`src/rtl/bch_pkg.sv`:
```
// Shared constants and types for the BCH(63,51) encoder datapath.
// Contents:
//   BCH_K, BCH_N, BCH_PARITY : code dimensions (message, codeword, parity bits)
//   piso_state_t             : state type of the parallel-in/serial-out stage
package bch_pkg;

  localparam int BCH_K      = 51;
  localparam int BCH_N      = 63;
  localparam int BCH_PARITY = 12;

  typedef enum logic {
    IDLE  = 1'b0,
    SHIFT = 1'b1
  } piso_state_t;

endpackage

```
`src/rtl/bch_piso_stream_if.sv`:
```
// Load and serial-stream handshake bundle for bch_piso_stream.
// Signals:
//   load_valid / load_ready / ps_in : parallel word load handshake
//   ps_out / ps_valid / ps_ready    : one-bit-per-beat serial stream
//   ps_last                         : marks the final bit of a word
//   busy                            : a word is in flight
// Modports: slave = the converter, master = source and sink around it.
interface bch_piso_stream_if
  import bch_pkg::*;
#(
  parameter int WIDTH = BCH_K
) ();

  logic             load_valid;
  logic             load_ready;
  logic [WIDTH-1:0] ps_in;
  logic             ps_out;
  logic             ps_valid;
  logic             ps_ready;
  logic             ps_last;
  logic             busy;

  modport slave (
    input  load_valid, ps_in, ps_ready,
    output load_ready, ps_out, ps_valid, ps_last, busy
  );

  modport master (
    output load_valid, ps_in, ps_ready,
    input  load_ready, ps_out, ps_valid, ps_last, busy
  );

endinterface

```
`src/rtl/bch_bit_counter.sv`:
```
// Loadable down-counter with a zero flag. Used to track bits remaining in
// the serialiser; also suited to the encoder's parity-shift phase.
// Ports:
//   clk, reset   : clock, asynchronous active-low reset
//   clr_i        : synchronous clear (highest priority)
//   load_i       : load load_val_i
//   load_val_i   : value to load
//   dec_i        : decrement request; ignored at zero so the count never wraps
//   zero_o       : count is zero
module bch_bit_counter #(
  parameter int CNT_W = 6
) (
  input  logic             clk,
  input  logic             reset,
  input  logic             clr_i,
  input  logic             load_i,
  input  logic [CNT_W-1:0] load_val_i,
  input  logic             dec_i,
  output logic             zero_o
);

  logic [CNT_W-1:0] cnt_q;
  logic [CNT_W-1:0] cnt_d;

  // Next count: clear, then load, then saturating decrement.
  always_comb begin
    cnt_d = cnt_q;
    if (clr_i) begin
      cnt_d = '0;
    end else if (load_i) begin
      cnt_d = load_val_i;
    end else if (dec_i && (cnt_q != '0)) begin
      cnt_d = cnt_q - CNT_W'(1);
    end else begin
      cnt_d = cnt_q;
    end
  end

  // Count register.
  always_ff @(posedge clk or negedge reset) begin
    if (!reset) begin
      cnt_q <= '0;
    end else begin
      cnt_q <= cnt_d;
    end
  end

  assign zero_o = (cnt_q == '0);

endmodule

```
`src/rtl/bch_piso_stream.sv`:
```
// Parallel-in/serial-out converter feeding the serial BCH LFSR encoder.
// A WIDTH-bit word is accepted on the load handshake and emitted one bit per
// beat on the serial stream, MSB or LSB first, with ps_last on the final bit.
// A new word can be taken on the last beat of the current one, so continuous
// loads with ps_ready held high give a gapless stream.
// Ports:
//   clk   : rising-edge clock
//   reset : asynchronous active-low reset
//   flush : synchronous abort, discards the word in flight and refuses loads
//   s     : load + serial handshake bundle (slave side)
module bch_piso_stream
  import bch_pkg::*;
#(
  parameter int    WIDTH     = BCH_K,
  parameter bit    MSB_FIRST = 1'b1,
  localparam int   CNT_W     = $clog2(WIDTH)
) (
  input  logic                  clk,
  input  logic                  reset,
  input  logic                  flush,
  bch_piso_stream_if.slave      s
);

  piso_state_t      state_q;
  logic [WIDTH-1:0] shreg_q;
  logic [WIDTH-1:0] shreg_shift_s;
  logic             shifting_s;
  logic             beat_s;
  logic             accept_s;
  logic             zero_s;

  assign shifting_s = (state_q == SHIFT);
  assign beat_s     = shifting_s && s.ps_ready;
  // Loads are taken when empty, or on the last beat so the next word follows
  // without a bubble.
  assign s.load_ready = !flush && (!shifting_s || (beat_s && zero_s));
  assign accept_s     = s.load_valid && s.load_ready;

  assign s.ps_valid = shifting_s;
  assign s.busy     = shifting_s;
  assign s.ps_last  = shifting_s && zero_s;
  assign s.ps_out   = shifting_s ? (MSB_FIRST ? shreg_q[WIDTH-1] : shreg_q[0]) : 1'b0;

  // The outgoing end is always the top bit (MSB first) or bottom bit.
  assign shreg_shift_s = MSB_FIRST ? (shreg_q << 1) : (shreg_q >> 1);

  // Remaining-bit counter: bits left after the one currently on ps_out.
  bch_bit_counter #(
    .CNT_W (CNT_W)
  ) u_cnt (
    .clk        (clk),
    .reset      (reset),
    .clr_i      (flush),
    .load_i     (accept_s),
    .load_val_i (CNT_W'(WIDTH - 1)),
    .dec_i      (beat_s && !zero_s),
    .zero_o     (zero_s)
  );

  // FSM and shift register.
  always_ff @(posedge clk or negedge reset) begin
    if (!reset) begin
      state_q <= IDLE;
      shreg_q <= '0;
    end else if (flush) begin
      state_q <= IDLE;
      shreg_q <= '0;
    end else begin
      case (state_q)
        IDLE: begin
          if (accept_s) begin
            state_q <= SHIFT;
            shreg_q <= s.ps_in;
          end else begin
            state_q <= IDLE;
          end
        end
        SHIFT: begin
          if (beat_s) begin
            if (!zero_s) begin
              shreg_q <= shreg_shift_s;
            end else if (accept_s) begin
              shreg_q <= s.ps_in;
            end else begin
              state_q <= IDLE;
              shreg_q <= '0;
            end
          end else begin
            state_q <= SHIFT;
          end
        end
        default: begin
          state_q <= IDLE;
          shreg_q <= '0;
        end
      endcase
    end
  end

endmodule

```
`src/flat_wrapper.sv`:
```
// flat-port wrapper written by rule: the top's interface ports become plain ports
module bch_piso_stream_flat import bch_pkg::*;
#(
  parameter int    WIDTH     = BCH_K,
  parameter bit    MSB_FIRST = 1'b1,
  localparam int   CNT_W     = $clog2(WIDTH)
)
  (clk, reset, flush, s_load_valid, s_ps_in, s_ps_ready, s_load_ready, s_ps_out, s_ps_valid, s_ps_last, s_busy);
  bch_piso_stream_if #(.WIDTH(WIDTH)) s_i ();
  input  logic clk;
  input  logic reset;
  input  logic flush;
  input wire logic [$bits(s_i.load_valid)-1:0] s_load_valid;
  input wire logic [$bits(s_i.ps_in)-1:0] s_ps_in;
  input wire logic [$bits(s_i.ps_ready)-1:0] s_ps_ready;
  output wire logic [$bits(s_i.load_ready)-1:0] s_load_ready;
  output wire logic [$bits(s_i.ps_out)-1:0] s_ps_out;
  output wire logic [$bits(s_i.ps_valid)-1:0] s_ps_valid;
  output wire logic [$bits(s_i.ps_last)-1:0] s_ps_last;
  output wire logic [$bits(s_i.busy)-1:0] s_busy;
  assign s_i.load_valid = s_load_valid;
  assign s_i.ps_in = s_ps_in;
  assign s_i.ps_ready = s_ps_ready;
  assign s_load_ready = s_i.load_ready;
  assign s_ps_out = s_i.ps_out;
  assign s_ps_valid = s_i.ps_valid;
  assign s_ps_last = s_i.ps_last;
  assign s_busy = s_i.busy;
  bch_piso_stream #(.WIDTH(WIDTH), .MSB_FIRST(MSB_FIRST)) u_core (.clk(clk), .reset(reset), .flush(flush), .s(s_i));
endmodule
```
`config.mk`:
```
export PLATFORM = sky130hd
export DESIGN_NAME = bch_piso_stream_flat
export DESIGN_NICKNAME = d
export VERILOG_FILES = /design/src/rtl/bch_pkg.sv /design/src/rtl/bch_piso_stream_if.sv /design/src/rtl/bch_bit_counter.sv /design/src/rtl/bch_piso_stream.sv /design/src/flat_wrapper.sv
export SDC_FILE = /design/constraint.sdc
export NUM_CORES = 1
export LEC_CHECK = 0
export CORE_ASPECT_RATIO = 0.75
export CORE_MARGIN = 1
export CORE_UTILIZATION = 25
export DETAILED_ROUTE_END_ITERATION = 12
export PLACE_DENSITY_LB_ADDON = 0.1
export REMOVE_ABC_BUFFERS = 1
export SLEW_MARGIN = 40
export SYNTH_ARGS = -nofsm -noshare
export SYNTH_HDL_FRONTEND = slang
export SYNTH_SLANG_ARGS = --single-unit
```
`constraint.sdc`:
```
create_clock -name clk -period 4.3 [get_ports clk]
set_input_delay 0.645 -clock clk [delete_from_list [all_inputs] [get_ports clk]]
set_output_delay 0.645 -clock clk [all_outputs]
set_load 0.05 [all_outputs]
```
==> results of run 1 <==
==> layout make-up <==
| cell class | instances | area (sq um) | area share |
|---|---|---|---|
| clock buffer | 15 | 288 | 0.0783 |
| sequential | 58 | 1450 | 0.395 |
| tap | 136 | 170 | 0.0463 |
| multi-input combinational | 106 | 902 | 0.246 |
| clock inverter | 1 | 30.0 | 0.00817 |
| inverter | 53 | 199 | 0.0542 |
| timing repair buffer | 65 | 633 | 0.172 |
==> logic make-up after synthesis <==
group / count (synthesis)
buffers and inverters: 74
multiplexers: 2
XOR/XNOR: 2
flip-flops: 58
AND/OR/NAND/NOR: 31
adder cells (fa/ha/maj): 1
AO/OA/AOI/OAI: 70
==> final timing paths <==
kind	endpoint	depth (start not counted)	slack (ns)
worst max-delay path	s_load_ready	6	1.03
worst min-delay path	u_core.shreg_q[42]	1	0.36
worst max register to register	u_core.shreg_q[22]	7	1.88
worst min register to register	u_core.shreg_q[50]	2	0.48
max in group asynchronous	u_core.shreg_q[49]	2	3.06
min in group clk	u_core.shreg_q[50]	2	0.48
==> synth_stat cells, types with 2 or more instances <==
| cell type | instances |
|---|---|
| buf_6 | 2 |
| nand2_1 | 3 |
| nor2_1 | 8 |
| and2_1 | 4 |
| a21oi_1 | 6 |
| buf_2 | 11 |
| clkbuf_1 | 7 |
| dfrtp_1 | 58 |
| nand3_1 | 2 |
| nor3_1 | 3 |
| nor2b_1 | 3 |
| a211oi_1 | 4 |
| inv_1 | 53 |
| mux2i_1 | 2 |
| a222oi_1 | 49 |
==> registers in the layout, indices dropped and copies added (netlist names) <==
register / count
u_core.u_cnt.cnt_q: 6
u_core.shreg_q: 51
u_core.s.busy: 1
==> worst reg2reg max path, cell delays in order, from the launching register on <==
cell and delay (ns):
dfrtp_1 0.39, inv_1 0.09, ha_1 0.21, nor3b_4 0.45, a41o_2 0.55, buf_4 0.42
a222oi_1 0.16, inv_1 0.09
==> power by group <==
group          switching (W)  internal [W]
logic               0.000154      0.000131
registers          0.0000446      0.000607
clock network       0.000233      0.000512
==> per-stage QoR <==
stage	hold WS (ns)	total power, W
global placement	0.474	0.000949
floorplan	0.349	0.000812
global route	0.408	0.00177
CTS	0.387	0.00171
finish	0.365	0.00168
detailed placement	0.477	0.000945
==> routing by layer <==
| metal | vias up | share of wire | global-route usage |
|---|---|---|---|
| met5 | - | 0 | 0 |
| met4 | 0 | 0.013 | 0.0525 |
| met3 | 7 | 0.084 | 0.0503 |
| met2 | 72 | 0.41 | 0.187 |
| met1 | 1038 | 0.49 | 0.179 |
| li1 | 1016 | - | - |
==> flow_metrics.env, run 1 <==
export IMPL_track_usage=0.132
export IMPL_yosysTopAreaCell="dfrtp_1"
export IMPL_ys_ff_latch=58
export IMPL_synth_adder_area_share=0.00473
export IMPL_relSlewSlack=0.535
export IMPL_die_h_microns=91.0
export IMPL_max_freq_mhz=306
export IMPL_path_delay_family="buffers and inverters"
export IMPL_status="finished, final reports clean"
export IMPL_setup_worst_path_start="u_core.u_cnt.cnt_q[0]"
export IMPL_grt_overflow=0
export IMPL_clock_skew_ns=0.00339
export IMPL_drt_antenna_violating_nets=0
export IMPL_dieArea_sq_um=11000
export IMPL_diodes=0
export IMPL_io_pin_count=61
export IMPL_htreeDepth=3
export IMPL_cts_resized_gates=0
export IMPL_drt_iter0_drc=385
export IMPL_r2r_start="u_core.u_cnt.cnt_q[0]"
export IMPL_power_leakage_nw=1.85
export IMPL_crit_path_max_incr_delay_ns=0.83
export IMPL_dr_pass1_iters=10
export IMPL_fin_ws_ns=1.03
export IMPL_clk_pin_slew_ns=0.05
export IMPL_endpoint_kind="output pin"
export IMPL_yosysWarnings=0
export IMPL_synth_cells=238
export IMPL_cts_setup_buffers=0
export IMPL_yosysTopAreaCellShare=0.549
export IMPL_arrival_ns=2.62
export IMPL_synth_compound_area_share=0.245
export IMPL_fin_cells=434
export IMPL_antenna_found_initial=0
export IMPL_wl_mm=6.64
export IMPL_design_area_sq_um=3670
export IMPL_cts_hold_buf=0
export IMPL_ys_flop_type="dfrtp_1"
export IMPL_layout_common_cells="clkdlybuf4s50_1 (59), dfrtp_1 (58), inv_1 (53)"
export IMPL_dp_cells=418
export IMPL_yosysSeqAreaShare=0.549
export IMPL_rows=32
export IMPL_rsz0062_at_grt="no"
export IMPL_synth_area_leaders="dfrtp_1 (55%), a222oi_1 (19%), inv_1 (7.5%), buf_2 (2.1%), a21oi_1 (1.1%)"
export IMPL_drc=0
export IMPL_clock_root_buffer="clkbuf_16"
export IMPL_core_sq_um=10300
export IMPL_place_hpwl_mm=4.13
export IMPL_die_w_microns=121
export IMPL_drive_gt1_frac=0.0872
export IMPL_final_util=0.357
export IMPL_tritoncts="yes"
export IMPL_synth_edf_count=0
export IMPL_grt_max_degree=51
export IMPL_synth_top_family_by_area="compound AO/OA/AOI/OAI gates"
export IMPL_path_class="flip-flop to output pin"
export IMPL_dr_total_vias=2133
export IMPL_drv_slew=0
export IMPL_clockBufferDepth=2
export IMPL_critPathBufInv=2
export IMPL_worstMarginPinSlew_ns=0.697
export IMPL_place_ws_ns=1.20
export IMPL_path_cells="inv_1 > ha_1 > nor3b_4 > a31oi_1 > nor2_1 > clkdlybuf4s50_1"
export IMPL_final_common_cell="clkdlybuf4s50_1"
export IMPL_hold_viol_final=0
export IMPL_crit_required_ns=3.65
export IMPL_fin_crit_sh=0.759
export IMPL_viasPerCell=4.91
export IMPL_synthesis_area_sq_um=2640
export IMPL_drv_cap=0
export IMPL_hp_class="input pin to asynchronous set/reset pin"
export IMPL_numCtsBuffers=9
export IMPL_n_fill_cell=1049
export IMPL_synthArstFlopShare=1.00
export IMPL_nNetsFinal=350
export IMPL_synth_mux_area_frac=0.00758
export IMPL_grt_pass1_wl_mm=11.0
export IMPL_clock_sinks=58
export IMPL_max_vdd_ir_drop_v=0.000228
export IMPL_area_growth_pct=39.0
export IMPL_place_congestion=0.720
export IMPL_start_util=0.257
export IMPL_crit_slowest_cell="clkdlybuf4s50_1"
export IMPL_synth_xor_area_share=0.00663
export IMPL_period_needed_ns=3.27
export IMPL_syn_avg_cell_area_sq_um=11.1
export IMPL_grt_pass1_vias=2159
export IMPL_fin_setup_tns_ns=0
export IMPL_power_density_nw_per_um2=458
export IMPL_yosys_area_share_simple=0.0691
export IMPL_port_buffers=60
export IMPL_crit_path_max_fanout=9
export IMPL_ys_types=38
export IMPL_start_kind="flip-flop"
export IMPL_place_area_sq_um=3360
export IMPL_post_drt_wl_per_cell_microns=15.3
export IMPL_clk_latency_ns=0.32
export IMPL_setup_viol=0
(Power assumes the default switching activity.)
==> inputs of run 2 (changes only) <==
==> constraint.sdc (replaced) <==
create_clock -name clk -period 3.4 [get_ports clk]
set_input_delay 0.51 -clock clk [delete_from_list [all_inputs] [get_ports clk]]
set_output_delay 0.51 -clock clk [all_outputs]
set_load 0.05 [all_outputs]
==> run 2 against run 1 <==
  * Worst setup slack got worse by 0.70 ns
  * Cell area increased by 0.75%
  * Combinational power rose by 28%
  * Utilization is 0.27 points higher
  * Clock skew up 0.0046 ns
  * Largest power group unchanged
  * Highest routed layer unchanged
==> flow_metrics.env, run 2 (synthesis gave the netlist of run 1 again) <==
export IMPL_status="finished, final reports clean"
export IMPL_grt_pass1_wl_mm=11.0
export IMPL_dieArea_sq_um=11000
export IMPL_dr_pass1_iters=6
export IMPL_cts_hold_buf=0
export IMPL_cts_setup_buffers=0
export IMPL_core_sq_um=10300
export IMPL_p_int_w=0.00156
export IMPL_track_usage=0.131
export IMPL_path_cells="inv_1 > ha_1 > nor3b_4 > a31oi_1 > nor2_1 > clkdlybuf4s50_1"
export IMPL_crit_path_max_fanout=9
export IMPL_cts_resized_gates=0
export IMPL_final_common_cell="clkdlybuf4s50_1"
export IMPL_numCtsBuffers=9
export IMPL_power_frac_clock=0.439
export IMPL_arrival_ns=2.56
export IMPL_crit_slowest_cell="clkdlybuf4s50_1"
export IMPL_r2r_start="u_core.u_cnt.cnt_q[0]"
export IMPL_diodes=0
export IMPL_path_class="flip-flop to output pin"
export IMPL_place_ws_ns=0.545
export IMPL_path_delay_family="buffers and inverters"
export IMPL_setup_worst_path_start="u_core.u_cnt.cnt_q[0]"
export IMPL_drt_antenna_violating_nets=0
export IMPL_largest_reg_flops=51
export IMPL_regMostFlops="u_core.shreg_q"
export IMPL_htreeDepth=3
export IMPL_fin_hold_ws_ns=0.187
export IMPL_die_w_microns=121
export IMPL_dp_cells=420
export IMPL_hold_viol_final=0
export IMPL_clock_skew_ns=0.00796
export IMPL_place_area_sq_um=3390
export IMPL_worstReg2RegEnd="u_core.u_cnt.cnt_q[5]"
export IMPL_grt_overflow=0
export IMPL_power_switching_w=0.000555
export IMPL_drv_cap=0
export IMPL_crit_path_end="s_load_ready"
export IMPL_max_freq_mhz=326
export IMPL_crit_path_max_incr_delay_ns=0.82
export IMPL_clk_latency_ns=0.32
export IMPL_power_density_nw_per_um2=572
export IMPL_fin_cells=436
export IMPL_wl_mm=6.74
export IMPL_area_growth_pct=40.1
export IMPL_drc=0
export IMPL_drv_slew=0
export IMPL_viasPerCell=5.03
export IMPL_drt_iter0_drc=268
export IMPL_fin_crit_sh=0.902
export IMPL_period_needed_ns=3.07
export IMPL_fin_setup_tns_ns=0
export IMPL_clk_pin_slew_ns=0.05
export IMPL_path_depth=6
export IMPL_rrSetupSlack_ns=1.14
export IMPL_rows=32
export IMPL_post_drt_wl_per_cell_microns=15.4
export IMPL_switching_share=0.262
export IMPL_tritoncts="yes"
export IMPL_grt_max_degree=51
export IMPL_dr_total_vias=2191
export IMPL_endpoint_kind="output pin"
export IMPL_worstRegToRegCells=6
export IMPL_start_util=0.257
export IMPL_io_pin_count=61
export IMPL_port_buffers=60
export IMPL_place_hpwl_mm=4.20
export IMPL_nNetsFinal=352
export IMPL_setup_viol=0
export IMPL_grt_pass1_vias=2135
export IMPL_relSlewSlack=0.625
export IMPL_max_vdd_ir_drop_v=0.000257
export IMPL_hp_class="input pin to asynchronous set/reset pin"
export IMPL_layout_common_cells="clkdlybuf4s50_1 (59), dfrtp_1 (58), inv_1 (53)"
export IMPL_clock_sinks=58
export IMPL_rsz0062_at_grt="no"
export IMPL_power_leakage_nw=1.86
export IMPL_design_area_sq_um=3700
export IMPL_critPathBufInv=2
export IMPL_combinationalPowerShare=0.172
export IMPL_clockBufferDepth=2
export IMPL_crit_required_ns=2.89
export IMPL_antenna_found_initial=0
export IMPL_worstMarginPinSlew_ns=0.563
export IMPL_place_congestion=0.758
export IMPL_seqPwrFrac=0.389
export IMPL_clock_root_buffer="clkbuf_16"
export IMPL_n_fill_cell=1003
export IMPL_start_kind="flip-flop"
export IMPL_drive_gt1_frac=0.100
export IMPL_die_h_microns=91.0
export IMPL_fin_ws_ns=0.334
## run 2: cell types whose count changed in the layout (fill, tap and decap cells not counted)
cell	delta
buf_4	+2
clkbuf_1	-2
clkinv_2	+2
buf_12	+1
buf_2	-1
clkbuf_8	-1
clkinv_4	+1
## run 2: final cells by class
type	instances	area [sq um]	area share
clock inverter	4	48.8	0.0132
inverter	53	199	0.0538
clock buffer	12	267	0.0720
tap	136	170	0.0460
multi-input combinational	106	902	0.244
timing repair buffer	67	663	0.179
sequential	58	1450	0.392
## run 2: how the worst min path moves through the flow
stage | startpoint | end | slack (ns) | depth (start not counted)
after floorplan | reset | u_core.s.busy | 0.21 | 0
after global placement | u_core.shreg_q[50] | u_core.shreg_q[50] | 0.47 | 2
after detailed placement | u_core.shreg_q[50] | u_core.shreg_q[50] | 0.47 | 2
after CTS | reset | u_core.shreg_q[44] | 0.20 | 1
after global routing | reset | u_core.shreg_q[44] | 0.22 | 1
final | reset | u_core.shreg_q[16] | 0.19 | 1
## run 2: layer usage
metal | part of all wire | GRT usage
met1 | 0.47 | 0.176
met2 | 0.43 | 0.190
met3 | 0.087 | 0.0528
met4 | 0.013 | 0.0432
met5 | 0 | 0
## run 2: metrics by stage
step,total power [W],util
floorplan,0.00103,-
global placement,0.00120,0.329
detailed placement,0.00120,0.329
CTS,0.00215,0.360
global route,0.00223,0.360
finish,0.00212,0.360
## run 2: worst register-to-register path: stages (launching register included)
cell and delay, ns:
dfrtp_1 0.37, inv_1 0.09, ha_1 0.21, nor3b_4 0.42
a41o_2 0.58, nor3_1 0.12, a2111oi_2 0.36
## run 2: power by group through the flow
stage / logic (W) / registers, W / clock network (W)
floorplan: 0.000205 / 0.000822 / 0
global placement: 0.000370 / 0.000833 / 0
detailed placement: 0.000370 / 0.000831 / 0
CTS: 0.000370 / 0.000822 / 0.000961
global route: 0.000409 / 0.000834 / 0.000990
finish: 0.000365 / 0.000824 / 0.000930
==> inputs of run 3 (changes only) <==
--- a/config.mk
+++ b/config.mk
@@ -5,7 +5,9 @@
 export SDC_FILE = /design/constraint.sdc
 export NUM_CORES = 1
 export LEC_CHECK = 0
-export CORE_ASPECT_RATIO = 0.75
+export CELL_PAD_IN_SITES_DETAIL_PLACEMENT = 0
+export CELL_PAD_IN_SITES_GLOBAL_PLACEMENT = 2
+export CORE_ASPECT_RATIO = 1.2
 export CORE_MARGIN = 1
 export CORE_UTILIZATION = 25
 export DETAILED_ROUTE_END_ITERATION = 12
==> run 3 against run 2 <==
  * Flip-flop and latch count unchanged
  * Fmax increased by 5.0%
  * Utilization increased by 0.24 points
  * Highest routed layer unchanged
  * First-iteration DRC count increased by 25%
  * Largest power group unchanged
  * Cell area decreased by 0.61%
  * Final cell count decreased by 2.1%
  * Combinational power increased by 4%
  * Critical path depth unchanged
  * Largest cell class unchanged
  * Global-route usage increased by 0.74 points
  * Hold slack got worse by 0.019 ns
  * Die area about the same
==> flow_metrics.env, run 3 (synthesis gave the netlist of run 1 again) <==
export IMPL_rrSetupSlack_ns=1.12
export IMPL_drv_cap=0
export IMPL_core_sq_um=10200
export IMPL_setup_viol=0
export IMPL_final_common_cell="clkdlybuf4s50_1"
export IMPL_dr_total_vias=2165
export IMPL_grt_overflow=0
export IMPL_top_layer_used="met4"
export IMPL_rsz0062_at_grt="no"
export IMPL_cts_resized_gates=0
export IMPL_wl_mm=6.94
export IMPL_max_freq_mhz=342
export IMPL_cts_setup_buffers=0
export IMPL_clock_sinks=58
export IMPL_nNetsFinal=354
export IMPL_drc=0
export IMPL_io_pin_count=61
export IMPL_dp_cells=412
export IMPL_n_fill_cell=1037
export IMPL_tritoncts="yes"
export IMPL_wl_met2_mm=3.35
export IMPL_grt_pass1_vias=2174
export IMPL_antenna_found_initial=0
export IMPL_dieArea_sq_um=11000
export IMPL_clock_root_buffer="clkbuf_16"
export IMPL_start_kind="flip-flop"
export IMPL_start_util=0.260
export IMPL_grt_max_degree=51
export IMPL_place_area_sq_um=3370
export IMPL_wl_met1_mm=3.17
export IMPL_place_ws_ns=0.599
export IMPL_period_needed_ns=2.92
export IMPL_endpoint_kind="output pin"
export IMPL_hp_class="input pin to asynchronous set/reset pin"
export IMPL_fin_crit_sh=0.859
export IMPL_post_drt_wl_per_cell_microns=16.2
export IMPL_path_class="flip-flop to output pin"
export IMPL_clk_pin_slew_ns=0.05
export IMPL_drive_gt1_frac=0.0997
export IMPL_dr_pass1_iters=8
export IMPL_rows=40
export IMPL_clk_latency_ns=0.31
export IMPL_relSlewSlack=0.623
export IMPL_crit_required_ns=2.89
export IMPL_place_congestion=0.716
export IMPL_crit_path_max_incr_delay_ns=0.81
export IMPL_layout_common_cells="clkdlybuf4s50_1 (59), dfrtp_1 (58), inv_1 (53)"
export IMPL_port_buffers=60
export IMPL_arrival_ns=2.41
export IMPL_clock_skew_ns=0.00416
export IMPL_die_w_microns=95.9
export IMPL_design_power_total_w=0.00210
export IMPL_setup_worst_path_start="u_core.u_cnt.cnt_q[0]"
export IMPL_path_cells="inv_1 > ha_1 > nor3b_4 > a31oi_1 > nor2_1 > clkdlybuf4s50_1"
export IMPL_critPathBufInv=2
export IMPL_drv_slew=0
export IMPL_place_hpwl_mm=4.43
export IMPL_hold_viol_final=0
export IMPL_clockBufferDepth=2
export IMPL_regArea_sq_um=1450
export IMPL_numCtsBuffers=9
export IMPL_cts_hold_buf=0
export IMPL_diodes=0
export IMPL_status="finished, final reports clean"
export IMPL_routed_wl_met3_microns=336
export IMPL_crit_path_max_fanout=6
export IMPL_fin_ws_ns=0.479
export IMPL_largest_reg_flops=51
export IMPL_fin_cells=427
export IMPL_htreeDepth=3
export IMPL_power_leakage_nw=1.86
export IMPL_path_delay_family="buffers and inverters"
export IMPL_design_area_sq_um=3680
export IMPL_die_h_microns=115
export IMPL_grt_pass1_wl_mm=11.2
export IMPL_r2r_start="u_core.u_cnt.cnt_q[0]"
export IMPL_viasPerCell=5.07
export IMPL_drt_iter0_drc=336
export IMPL_crit_slowest_cell="clkdlybuf4s50_1"
export IMPL_area_growth_pct=39.2
export IMPL_track_usage=0.138
export IMPL_max_vdd_ir_drop_v=0.000289
export IMPL_power_density_nw_per_um2=572
export IMPL_worstMarginPinSlew_ns=0.565
export IMPL_multi_input_area_sq_um=902
export IMPL_drt_antenna_violating_nets=0
export IMPL_regMostFlops="u_core.shreg_q"
==> run 3: cell types whose count changed in the layout (fill, tap and decap cells not counted), sizes merged <==
cell,previous run,this run
clkbuf,12,13
clkinv,3,1
buf,8,10
==> run 3: final cells by class <==
class | count | area share
Sequential cell | 58 | 0.395
Multi-Input combinational cell | 106 | 0.245
Timing Repair Buffer | 69 | 0.180
Clock buffer | 13 | 0.0735
Inverter | 53 | 0.0541
Tap cell | 126 | 0.0429
Clock inverter | 2 | 0.00952
==> run 3: worst paths after layout <==
kind / end / depth (start not counted)
max: s_load_ready / 6
min: u_core.s.busy / 1
max reg2reg: u_core.u_cnt.cnt_q[1] / 8
min reg2reg: u_core.shreg_q[50] / 2
max in group asynchronous: u_core.shreg_q[16] / 2
min in group clk: u_core.shreg_q[50] / 2
==> run 3: where the power goes <==
| part | internal, W | leakage, nW | switching [W] | total (W) |
|---|---|---|---|---|
| Sequential | 0.000767 | 0.774 | 0.0000523 | 0.000820 |
| Clock | 0.000621 | 0.152 | 0.000286 | 0.000907 |
| Combinational | 0.000175 | 0.937 | 0.000204 | 0.000379 |
| Total | 0.00156 | 1.86 | 0.000542 | 0.00210 |
==> run 3: routing by layer <==
layer | vias up | track usage
li1 | 1019 | -
met1 | 1076 | 0.182
met2 | 65 | 0.217
met3 | 5 | 0.0392
met4 | 0 | 0.0478
met5 | - | 0
==> run 3: per-stage QoR <==
step           setup TNS (ns)  utilization  hold slack, ns
3_3_place_gp                0        0.332           0.468
3_5_place_dp                0        0.332           0.475
5_1_grt                     0        0.362           0.198
6_report                    0        0.362           0.167
4_1_cts                     0        0.362           0.181
2_1_floorplan          -48.45            -           0.214
